--- src/rtl/serial_add_ctrl.sv ---
// serial_add_ctrl: bit-serial add/subtract sequencer driving an external
// single-bit full adder. One result bit is produced per clock, LSB first,
// so a WIDTH-bit add or subtract takes WIDTH cycles. Subtraction is done
// as A + ~B + 1 by inverting B on accept and seeding the carry with 1.
module serial_add_ctrl #(
  parameter int WIDTH = 32
) (
  input  logic             clk_i,
  input  logic             rst_n_i,
  // request channel
  input  logic             req_valid_i,
  output logic             req_ready_o,
  input  logic [WIDTH-1:0] req_a_i,
  input  logic [WIDTH-1:0] req_b_i,
  input  logic             req_sub_i,
  // response channel
  output logic             rsp_valid_o,
  input  logic             rsp_ready_i,
  output logic [WIDTH-1:0] rsp_sum_o,
  output logic             rsp_cout_o,
  output logic             rsp_ovf_o,
  output logic             rsp_zero_o,
  // external full-adder cell
  output logic             fa_a_o,
  output logic             fa_b_o,
  output logic             fa_cin_o,
  input  logic             fa_sum_i,
  input  logic             fa_cout_i
);

  // One extra bit so the counter can never wrap before reaching WIDTH-1.
  localparam int CW = $clog2(WIDTH) + 1;

  typedef enum logic [1:0] {
    IDLE = 2'd0,
    RUN  = 2'd1,
    DONE = 2'd2
  } state_e;

  state_e           state_q;
  logic [WIDTH-1:0] a_sh_q;
  logic [WIDTH-1:0] b_sh_q;
  logic [WIDTH-1:0] sum_sh_q;
  logic             carry_q;
  logic [CW-1:0]    cnt_q;

  logic [WIDTH-1:0] rsp_sum_q;
  logic             rsp_cout_q;
  logic             rsp_ovf_q;
  logic             rsp_zero_q;

  // Sum register as it will look after the current shift; on the last RUN
  // cycle this is the complete result (new MSB from the adder this cycle).
  logic [WIDTH-1:0] sum_sh_d;
  logic             last_bit;

  assign sum_sh_d = {fa_sum_i, sum_sh_q[WIDTH-1:1]};
  assign last_bit = (cnt_q == CW'(WIDTH - 1));

  // Sequencer: accept, shift one bit per cycle through the adder, then hold
  // the registered result until the consumer takes it.
  always_ff @(posedge clk_i or negedge rst_n_i) begin
    if (!rst_n_i) begin
      state_q    <= IDLE;
      a_sh_q     <= '0;
      b_sh_q     <= '0;
      sum_sh_q   <= '0;
      carry_q    <= 1'b0;
      cnt_q      <= '0;
      rsp_sum_q  <= '0;
      rsp_cout_q <= 1'b0;
      rsp_ovf_q  <= 1'b0;
      rsp_zero_q <= 1'b0;
    end else begin
      case (state_q)
        IDLE: begin
          if (req_valid_i) begin
            a_sh_q   <= req_a_i;
            b_sh_q   <= req_sub_i ? ~req_b_i : req_b_i;
            sum_sh_q <= '0;
            carry_q  <= req_sub_i;
            cnt_q    <= '0;
            state_q  <= RUN;
          end
        end
        RUN: begin
          sum_sh_q <= sum_sh_d;
          a_sh_q   <= a_sh_q >> 1;
          b_sh_q   <= b_sh_q >> 1;
          carry_q  <= fa_cout_i;
          cnt_q    <= cnt_q + 1'b1;
          if (last_bit) begin
            rsp_sum_q  <= sum_sh_d;
            rsp_cout_q <= fa_cout_i;
            // carry_q is still the carry into the MSB at this point
            rsp_ovf_q  <= carry_q ^ fa_cout_i;
            rsp_zero_q <= (sum_sh_d == '0);
            state_q    <= DONE;
          end
        end
        DONE: begin
          if (rsp_ready_i) begin
            state_q <= IDLE;
          end
        end
        default: state_q <= IDLE;
      endcase
    end
  end

  assign req_ready_o = (state_q == IDLE);
  assign rsp_valid_o = (state_q == DONE);

  assign rsp_sum_o  = rsp_sum_q;
  assign rsp_cout_o = rsp_cout_q;
  assign rsp_ovf_o  = rsp_ovf_q;
  assign rsp_zero_o = rsp_zero_q;

  // The adder inputs are only live while a bit is being computed.
  assign fa_a_o   = (state_q == RUN) & a_sh_q[0];
  assign fa_b_o   = (state_q == RUN) & b_sh_q[0];
  assign fa_cin_o = (state_q == RUN) & carry_q;

endmodule
--- config.mk ---
export PLATFORM = sky130hd
export DESIGN_NAME = serial_add_ctrl
export DESIGN_NICKNAME = d
export VERILOG_FILES = /design/src/rtl/serial_add_ctrl.sv
export SDC_FILE = /design/constraint.sdc
export NUM_CORES = 1
export LEC_CHECK = 0
export ABC_AREA = 1
export BUFFER_PORTS_ARGS = -buffer_cell sky130_fd_sc_hd__buf_2
export CORE_ASPECT_RATIO = 1.5
export CORE_UTILIZATION = 42
export CTS_BUF_LIST = sky130_fd_sc_hd__clkbuf_4 sky130_fd_sc_hd__clkbuf_8 sky130_fd_sc_hd__clkbuf_16
export CTS_CLUSTER_DIAMETER = 60
export DETAILED_ROUTE_END_ITERATION = 8
export PLACE_DENSITY = 0.65
export SYNTH_ARGS = -nofsm -noshare
export SYNTH_HDL_FRONTEND = slang
export SYNTH_SLANG_ARGS = --single-unit
--- constraint.sdc ---
create_clock -name clk_i -period 2.8 [get_ports clk_i]
set_input_delay 0 -clock clk_i [delete_from_list [all_inputs] [get_ports clk_i]]
set_output_delay 0 -clock clk_i [all_outputs]
set_load 0.02 [all_outputs]
# ---- Word level (Yosys, flattened, before mapping)
# Index checks and enable logic that the tools add are counted.
dict set report op_classes {
  add_sub_neg 1
  mul 0
  div 0
  n_lt_le_gt_ge 0
  n_eq_ne 6
  shifts 0
  muxes 15
  bitwise 5
  reduce_logical 6
}
# operator count
set ops {}
lappend ops {{32-bit one-hot mux with 2 select lines} 3}
lappend ops {{32-bit two-way mux} 4}
lappend ops {{32-bit logical NOT} 1}
lappend ops {{32-bit NOT} 1}
lappend ops {{6-bit one-hot mux with 2 select lines} 1}
lappend ops {{6-bit by 1-bit adder with 6-bit output (second input constant)} 1}
lappend ops {{6-bit by 5-bit == test with 1-bit output (second input constant)} 1}
lappend ops {{2-bit two-way mux} 3}
lappend ops {{6-bit two-way mux} 1}
lappend ops {{2-bit one-hot mux with 3 select lines} 1}
lappend ops {{2-bit inequality test (second input constant)} 2}
lappend ops {{2-bit AND reduction} 2}
lappend ops {{1-bit bitwise AND} 3}
lappend ops {{3-bit AND reduction} 1}
lappend ops {{2-bit by 1-bit == test with 1-bit output (second input constant)} 1}
lappend ops {{2-bit == test (second input constant)} 1}
lappend ops {{2-bit logical NOT} 1}
lappend ops {{2-bit by 1-bit inequality test with 1-bit output (second input constant)} 1}
lappend ops {{1-bit one-hot mux with 2 select lines} 1}
lappend ops {{2-bit nonzero test} 1}
lappend ops {{1-bit two-way mux} 1}
lappend ops {{1-bit XOR} 1}
dict set report word_totals {
  regBits 140
  latch_bits 0
  ramBits 0
  romBits 0
  in_bits 71
  output_inout_bits 40
  wordCells 43
  memories 0
}

# ---- Logic depth before layout (Yosys ltp)
dict set report depth {
  ltp_word 4
  ltp_mapped 8
  mapped_depth_nobuf 7
}

# ---- Worst setup path before layout
# OpenSTA, ideal clock, no wires.
dict set report synth_path {
  kind {register to register}
  start {reg state_q[0]}
  end {reg a_sh_q[0]}
  setup_time_ps 87
  arrival_ps 1420
  required_ps 2713
  slack_ps 1294
  stages_incl_launch_ff 7
  n_path_buf 1
  period_less_slack_ps 1506
  path_cell_list {dfrtp_1 > nor2_1 > nand2_1 > inv_2 > buf_2 > nand2_1 > o211ai_1}
}
dict set report synth_between {
  elab_chain_len 3
  word_cells_on_any_way 6
  cone_classes {eq/ne (2); mux (1); reduce/logical (3)}
}
# element line_no
set synth_lines {}
lappend synth_lines {{from (decl)} 40} ;# state_e state_q;
lappend synth_lines {{from (signal assigned)} 64} ;# state_q <= IDLE;
lappend synth_lines {{from (signal assigned)} 83} ;# state_q <= RUN;
lappend synth_lines {{from (signal assigned)} 98} ;# state_q <= DONE;
lappend synth_lines {{2-bit logical NOT *} --}
lappend synth_lines {{net req_ready_o} 12} ;# output logic req_ready_o,
lappend synth_lines {{2-bit inequality test (no line) or 2-bit nonzero test (tied branches)} --}
lappend synth_lines {{2-bit AND reduction (no line)} --}
lappend synth_lines {{to (signal assigned)} 78} ;# a_sh_q <= req_a_i;
lappend synth_lines {{to (signal assigned)} 88} ;# a_sh_q <= a_sh_q >> 1;
lappend synth_lines {{to (decl)} 41} ;# logic [WIDTH-1:0] a_sh_q;
# The timed path passes the listed nets; every way through them passes the cells marked *.
# A chain may end at the register's enable or synchronous reset.

# ---- Final worst setup path
dict set report layout_path {
  start {reg state_q[1]}
  end {out fa_cin_o}
}
dict set report layout_between {
  elab_chain_len 2
}
# element line_no
set layout_lines {}
lappend layout_lines {{2-bit by 1-bit == test with 1-bit output} 122} ;# assign fa_cin_o = (state_q == RUN) & carry_q;
lappend layout_lines {{1-bit bitwise AND} 122}
lappend layout_lines {{to (decl)} 26} ;# output logic fa_cin_o,
# Every way passes these cells.

==> flow_summary.json <==
{
  "status": "complete, no violations",
  "yosysUniqueCellTypes": 29,
  "crit_fanout": 35,
  "fillers": 1227,
  "finalSetupTns_ns": 0,
  "synth_edf_count": 0,
  "timing.final.crit_period_ns": 1.81,
  "rows": 52,
  "arrival_ns": 1.81,
  "diodes": 0,
  "crit_start": "state_q[1]$_DFFE_PN0P_",
  "worstPathRequired_ns": 2.80,
  "grt_max_degree": 84,
  "yosysSeqAreaShare": 0.585,
  "gp_congestion": 0.744,
  "wl_per_cell_um": 13.6,
  "dr.pass1.iters": 5,
  "ir_drop_uv": 490,
  "die_area_um2": 14700,
  "max_clock_freq_mhz": 552,
  "critPathSlowestCell": "dfrtp_1",
  "power_per_cell_area_nw_per_um2": 968,
  "use_met3": 0.0463,
  "yosys_warnings": 0,
  "met1_usage": 0.238,
  "rrSetupSlack_ns": 1.00,
  "avgSynthCellArea_um2": 9.40,
  "clk_pin_slew_ns": 0.06,
  "setup_viol": 0,
  "grt_pass1_vias": 4808,
  "worstSetupEndpoint": "fa_cin_o",
  "synth_ff_type": "dfrtp_1",
  "numPortBuffers": 110,
  "cts_buffers": 17,
  "start_kind": "flip-flop",
  "drive_gt1_frac": 0.197,
  "drt_iter0_drc": 201,
  "met2_usage": 0.333,
  "via_count": 4883,
  "yosysTopAreaCell": "dfrtp_1",
  "yosysMostFrequentCell": "nand2_1",
  "end_kind": "output pin",
  "r2r_end": "b_sh_q[16]$_DFFE_PN0P_",
  "cts_htree_levels": 4,
  "ant_nets": 0,
  "postSynth.asyncResetShare": 1.00,
  "reg2reg_depth": 6,
  "finalMaxSlewViolations": 0,
  "cts_root_buf": "clkbuf_16",
  "postCtsSetupBuffers": 0,
  "min_period_over_period": 0.647,
  "cts_tree": "yes",
  "synth_cells": 633,
  "crit_path_cell_trace": "inv_1 > nand2_2 > buf_4 > nor2_1 > buf_2",
  "post-dp-hpwl_mm": 8.16,
  "syn_area_um2": 5950,
  "grt_overflow": 0,
  "core_um2": 13700,
  "io_pins": 111,
  "synth_commonest_cells": "181 x nand2_1, 139 x dfrtp_1, 52 x inv_1",
  "place_inst": 873,
  "cts.path.max_buffers": 2,
  "antenna_found_initial": 0,
  "grt_most_used_layer": "met2",
  "synth_top_cells_by_area": "dfrtp_1 58%, nand2_1 11%, xnor2_1 5.0%",
  "hold_violations": 0,
  "numClockSinks": 139,
  "path_class": "flip-flop to output pin",
  "fin_cells": 973,
  "grt_pass1_wl_mm": 22.5,
  "cp_slowest_stage_delay_ns": 0.41,
  "insertion_delay_ns": 0.42,
  "max_slew_margin": 0.389,
  "fin_nets": 870,
  "wl_mm": 13.2,
  "synth_top_area_share": 0.585,
  "worst_pin_slew_ns": 0.916,
  "maxCapViolCount": 0,
  "r2r_start": "state_q[1]$_DFFE_PN0P_",
  "synth-seq-cells": 139,
  "via_per_inst": 5.02,
  "rsz0062_at_grt": "false",
  "synth_nets": 705,
  "die_h_um": 148,
  "chipWidth_um": 99.2,
  "p_leak_nw": 3.74,
  "grt.total_usage": 0.195,
  "hold_path.class": "input pin to async pin",
  "syn2layout_area_growth_pct": 31.9,
  "clock_skew_ns": 0.0118,
  "drc": 0,
  "initial_core_util": 0.436
}
[cell type report]
type / instances / area (µm²) / area share
well taps: 162 / 203 / 0.0258
clock inverters: 15 / 149 / 0.0190
inverters: 54 / 203 / 0.0258
repair buffers: 184 / 1310 / 0.167
clock buffers: 17 / 425 / 0.0542
multi-input cells: 402 / 2080 / 0.265
flip-flops and latches: 139 / 3480 / 0.443
[power breakdown]
group | switching [W] | internal (W)
sequential | 0.000417 | 0.00277
combinational | 0.00133 | 0.000908
clock | 0.000920 | 0.00125
[worst min-delay path by stage]
stage,slack [ns],end,start
after global placement,-0.007,rsp_sum_o[22]$_DFFE_PN0P_,rst_n_i
final,0.11,rsp_sum_o[22]$_DFFE_PN0P_,rst_n_i
after floorplan,-0.30,a_sh_q[0]$_DFFE_PN0P_,rst_n_i
after CTS,0.12,rsp_sum_o[22]$_DFFE_PN0P_,rst_n_i
after detailed placement,0.004,rsp_sum_o[22]$_DFFE_PN0P_,rst_n_i
after global routing,0.17,rsp_sum_o[22]$_DFFE_PN0P_,rst_n_i
[registers in the layout, summed over array words and instances, names as in the netlist]
name	cells
rsp_sum_o	32
state_q	2
rsp_zero_o	1
cnt_q	6
rsp_ovf_o	1
a_sh_q	32
carry_q	1
rsp_cout_o	1
b_sh_q	32
sum_sh_q	31
[per-stage QoR]
stage	power, W	utilization	worst slack [ns]	area, µm²	hold WS (ns)
floorplan	0.00474	-	1.29	5950	-0.296
detailed placement	0.00540	0.482	0.975	6590	0.00436
CTS	0.00769	0.574	0.981	7850	0.123
global placement	0.00530	0.482	1.06	6590	-0.00683
finish	0.00759	0.574	0.989	7850	0.106
global route	0.00811	0.574	0.796	7850	0.174
[worst max-delay path: cells and delay by family, from the launching register on]
family                 cells  cell delay (ns)
buffers and inverters      3             0.68
flip-flops                 1             0.41
AND/OR/NAND/NOR            2             0.29
[placed cells by master (no fill, tap or decap), types with 27 or more instances in the layout]
cell	n
buf_2	109
dfrtp_1	139
dlygate4sd3_1	68
inv_1	52
nand2_1	180
nand3_1	31
nor2_1	29
o21ai_0	27
o22ai_1	32
xnor2_1	34
[layer usage]
metal / share of wire / vias to the layer above
met3: 0.035 / 17
li1: - / 2407
met1: 0.43 / 2330
met5: 0 / -
met2: 0.52 / 129
met4: 0.015 / 0
[what timing repair did]
action,CTS,global route
hold buffers,68,0
hold endpoints to repair,126,0
gates resized for setup,0,0
[cells by family after synthesis]
family	after synthesis	synth area share
compound gates	119	0.129
buf+inv	92	0.0675
simple gates	247	0.165
fa+ha+maj	1	0.00210
xor+xnor	35	0.0515
flops	139	0.585
(Power assumes the default switching activity.)
